==> src/rtl/min_sec_counter.sv <==
// Seconds/minutes BCD counter (00:00-59:59) with a 1 Hz prescaler, run/pause/idle
// control and manual minute setting; hour_inc feeds the downstream hour counter.
module min_sec_counter #(
  parameter int TICKS_PER_SEC = 50000000,
  parameter int PRESC_W       = 26
) (
  input  logic       clk,
  input  logic       reset,
  input  logic       start_resume,
  input  logic       stop,
  input  logic       clear,
  input  logic       set_min,
  output logic [3:0] sec_ones,
  output logic [2:0] sec_tens,
  output logic [3:0] min_ones,
  output logic [2:0] min_tens,
  output logic       tick_1hz,
  output logic       hour_inc,
  output logic       running
);

  typedef enum logic [1:0] {IDLE, RUN, PAUSE} state_t;

  localparam logic [PRESC_W-1:0] PRESC_MAX = PRESC_W'(TICKS_PER_SEC - 1);

  state_t             state, state_nxt;
  logic [PRESC_W-1:0] presc;
  logic               tick;
  logic               so_wrap, st_wrap, mo_wrap, mt_wrap;
  logic               sec_carry, min_adv;

  always_ff @(posedge clk) begin
    if (reset) state <= IDLE;
    else       state <= state_nxt;
  end

  // stop outranks start_resume in every state, even where stop itself is a no-op
  always_comb begin
    state_nxt = state;
    if (clear)
      state_nxt = IDLE;
    else if (state == RUN) begin
      if (stop) state_nxt = PAUSE;
    end else if (!stop && start_resume)
      state_nxt = RUN;
  end

  assign running = (state == RUN);
  assign tick    = (state == RUN) && (presc == PRESC_MAX);

  // >= comparisons let an out-of-range digit fall back to 0 on its next step
  assign so_wrap   = (sec_ones >= 4'd9);
  assign st_wrap   = (sec_tens >= 3'd5);
  assign mo_wrap   = (min_ones >= 4'd9);
  assign mt_wrap   = (min_tens >= 3'd5);
  assign sec_carry = so_wrap && st_wrap;
  assign min_adv   = (tick && sec_carry) || ((state != RUN) && set_min);

  always_ff @(posedge clk) begin
    if (reset || clear) begin
      presc    <= '0;
      sec_ones <= '0;
      sec_tens <= '0;
      min_ones <= '0;
      min_tens <= '0;
      tick_1hz <= 1'b0;
      hour_inc <= 1'b0;
    end else begin
      tick_1hz <= tick;
      hour_inc <= tick && sec_carry && mo_wrap && mt_wrap;

      if (state == RUN)
        presc <= tick ? '0 : presc + 1'b1;
      else if (state == IDLE)
        presc <= '0;

      if (tick) begin
        sec_ones <= so_wrap ? 4'd0 : sec_ones + 4'd1;
        if (so_wrap)
          sec_tens <= st_wrap ? 3'd0 : sec_tens + 3'd1;
      end

      if (min_adv) begin
        min_ones <= mo_wrap ? 4'd0 : min_ones + 4'd1;
        if (mo_wrap)
          min_tens <= mt_wrap ? 3'd0 : min_tens + 3'd1;
      end
    end
  end

endmodule

==> config.mk <==
export PLATFORM = sky130hd
export DESIGN_NAME = min_sec_counter
export DESIGN_NICKNAME = d
export VERILOG_FILES = /design/src/rtl/min_sec_counter.sv
export SDC_FILE = /design/constraint.sdc
export NUM_CORES = 1
export LEC_CHECK = 0
export ABC_AREA = 0
export BUFFER_PORTS_ARGS = -buffer_cell sky130_fd_sc_hd__buf_4
export CAP_MARGIN = 25
export CORE_MARGIN = 2
export CORE_UTILIZATION = 50
export CTS_BUF_LIST = sky130_fd_sc_hd__clkbuf_16
export DETAILED_ROUTE_END_ITERATION = 7
export PLACE_DENSITY = 0.68
export SYNTH_ARGS = -nofsm -noshare
export SYNTH_HDL_FRONTEND = slang
export SYNTH_SLANG_ARGS = --single-unit
==> constraint.sdc <==
create_clock -name clk -period 4.9 [get_ports clk]
set_clock_uncertainty 0.15 [all_clocks]
set_input_delay 0.735 -clock clk [delete_from_list [all_inputs] [get_ports clk]]
set_output_delay 0.735 -clock clk [all_outputs]
set_load 0.005 [all_outputs]
==> out/metrics.cfg <==
[status]
status = completed

[finish]
final_util = 0.596
fillers = 448
design_area_um2 = 2850
area_growth_pct = 13.6
drive_gt1_frac = 0.151
multi_input_area_um2 = 1510
n_antenna_cell = 0
nets = 333
fin_cells = 384
register_area_um2 = 881

[min_path]
min_from = presc[25]
hold-path-cell-count = 1
hp-class = flop to flop
hold_end = presc[25]

[synth]
synthMuxAreaShare = 0.0219
synth-compound-area-share = 0.213
synthXorXnorAreaFrac = 0.00698
yosys_warnings = 0
synth_edf_count = 0
syn_area_per_cell_um2 = 8.39
synthesis.instances = 299
synth_cell_types = 59
synth_top_family_by_area = simple AND/OR/NAND/NOR gates
synth_ff_type = dfxtp_1
synth.net_count = 316
seq_area_frac_synth = 0.351
syn_area_um2 = 2510
synth-async-reset-ratio = 0
synth-adder-area-share = 0.0548
yosys.area_share.simple = 0.306
synth-seq-cells = 44

[die]
start_util = 0.524
core_area_um2 = 4790
die_area_um2 = 5600
top_level_ports = 23
die_x_um = 74.9
num_rows = 25
die_y_um = 74.9

[global_routing]
antenna_found_initial = 0
grt_first_pass_wirelength_um = 9340
first_global_vias = 1976
track_usage = 0.218
grt_max_degree = 36
gr-total-overflow = 0

[power_and_ir_drop]
combPwrFrac = 0.027
p_leak_nw = 1.05
power.total_mw = 0.703
clkPwrFrac = 0.461
p_per_area_nw_per_um2 = 247
switching_share = 0.212
vdd.ir_drop.worst_v = 0.000165
pwr-share-seq = 0.512
internal-power_mw = 0.554
power_switching_mw = 0.149

[sta]
hold_violations = 0
period_share = 0.528
setup_ws_ns = 2.31
finalMaxSlewViolations = 0
whs_ns = 0.333
fmax_mhz = 386
max_slew.worst_pin.slew_ns = 0.755
period_minus_slack_ns = 2.59
setup_viol = 0
fin_tns_setup_ns = 0
relSlewSlack = 0.495
rsz0062_at_grt = no

[clocking]
clk_latency_ns = 0.28
clock_path_buffers = 2
cts_buffers = 5
cts_root_buffer = clkbuf_16
htreeDepth = 2
postCtsHoldBufs = 0
cts_tree = yes
ctsResizeCount = 0
clock-sinks = 44
post_cts.repair.setup_buffers = 0
path_clk_slew_ns = 0.06

[placed_design]
post-place-ws_ns = 2.01
port_buffers = 22
dp_hpwl_um = 3860
place_inst = 376
gp_congestion = 0.879
post_dp_cell_area_um2 = 2710

[critical_path]
r2r-start = presc[0]
reg2reg_depth = 6
start_kind = input pin
arrival_ns = 2.64
worstPathRequired_ns = 4.95
path_class = input pin to flop
end_kind = flop
r2r_slack_ns = 2.45
critPathMaxFanout = 12
rr_endpoint = presc[9]

[detailed_routing]
routed_wl_um = 5480
remaining_drc_errors = 0
drt-initial-drc-count = 97
num_vias = 2236
ant_nets = 0
first_pass_iters = 4
wl_per_cell_um = 14.3
vias_per_cell = 5.82

[run]
maxCapViolCount = 0

## worst max-delay path by stage
stage / cells after the start / startpoint / to / slack (ns)
2_1_floorplan: 6 / clear / presc[11] / 2.73
3_3_place_gp: 5 / clear / presc[9] / 2.11
3_5_place_dp: 5 / clear / presc[9] / 2.01
4_1_cts: 5 / clear / presc[9] / 2.32
5_1_grt: 5 / clear / presc[9] / 2.07
6_report: 5 / clear / presc[9] / 2.31
## worst max-delay path: stages
cell	delay [ns]
buf_4	0.11
nor2_1	0.57
o211ai_1	0.51
or4_1	0.62
o211ai_1	0.09
## power by group through the flow
stage	clock network (mW)	registers, mW	logic (mW)
6_report	0.324	0.360	0.0193
5_1_grt	0.350	0.360	0.0215
3_3_place_gp	0	0.368	0.0191
3_5_place_dp	0	0.368	0.0192
4_1_cts	0.333	0.360	0.0193
2_1_floorplan	0	0.368	0.0129
## sequential cells by signal (all words and copies together), names as in the netlist
name,flops
hour_inc,1
min_ones,4
min_tens,3
presc,26
sec_ones,4
sec_tens,3
state,2
tick_1hz,1
## cell usage after synthesis (all sizes together) (3+ instances only)
| master | n | area share |
|---|---|---|
| a31oi | 13 | 0.032 |
| nor4 | 6 | 0.032 |
| dfxtp | 44 | 0.35 |
| ha | 11 | 0.055 |
| o22ai | 3 | 0.0075 |
| inv | 15 | 0.022 |
| o2bb2ai | 3 | 0.010 |
| o211ai | 8 | 0.024 |
| nand4 | 11 | 0.032 |
| or4 | 3 | 0.0090 |
| nand3 | 12 | 0.026 |
| or3 | 5 | 0.012 |
| and3 | 5 | 0.012 |
| buf | 6 | 0.013 |
| mux2i | 4 | 0.016 |
| nand2b | 4 | 0.011 |
| a21oi | 27 | 0.054 |
| nor2 | 15 | 0.022 |
| nand2 | 36 | 0.055 |
| and2 | 5 | 0.012 |
| o21ai | 10 | 0.021 |
| and4 | 4 | 0.014 |
| nor3 | 10 | 0.026 |
| o21a | 3 | 0.0090 |
| clkbuf | 7 | 0.010 |
## logic make-up after synthesis
group                      count (synthesis)
and+or+nand+nor                          127
AOI/OAI and AO/OA                         82
DFF                                       44
buffers and inverters                     28
adders and majority gates                 11
muxes                                      5
xor gates and xnor gates                   2
## routing by layer
| layer | track usage | vias to the layer above | share of wire |
|---|---|---|---|
| li1 | - | 1141 | - |
| met1 | 0.273 | 1047 | 0.47 |
| met2 | 0.370 | 41 | 0.48 |
| met3 | 0.0549 | 7 | 0.034 |
| met4 | 0.0635 | 0 | 0.012 |
| met5 | 0 | - | 0 |
## cell usage in the layout (no fill, tap or decap), types with 4 or more instances in the layout
master	count
and3_1	5
and2_1	4
o211ai_1	8
clkbuf_16	5
nor3_1	8
inv_1	15
a31oi_1	13
or3_1	5
buf_4	23
nor2_1	15
and4_1	4
nand2_1	35
nand3_1	11
o21ai_0	8
nand4_1	9
ha_1	11
mux2i_1	4
a21oi_1	27
dfxtp_1	44
## area by class of cell
cell class / count / share of cell area
Clock buffer: 5 / 0.0439
Clock inverter: 3 / 0.00658
Inverter: 15 / 0.0197
Multi-Input combinational cell: 227 / 0.531
Sequential cell: 44 / 0.309
Tap cell: 67 / 0.0294
Timing Repair Buffer: 23 / 0.0606
Power figures use the tool's default switching activity.
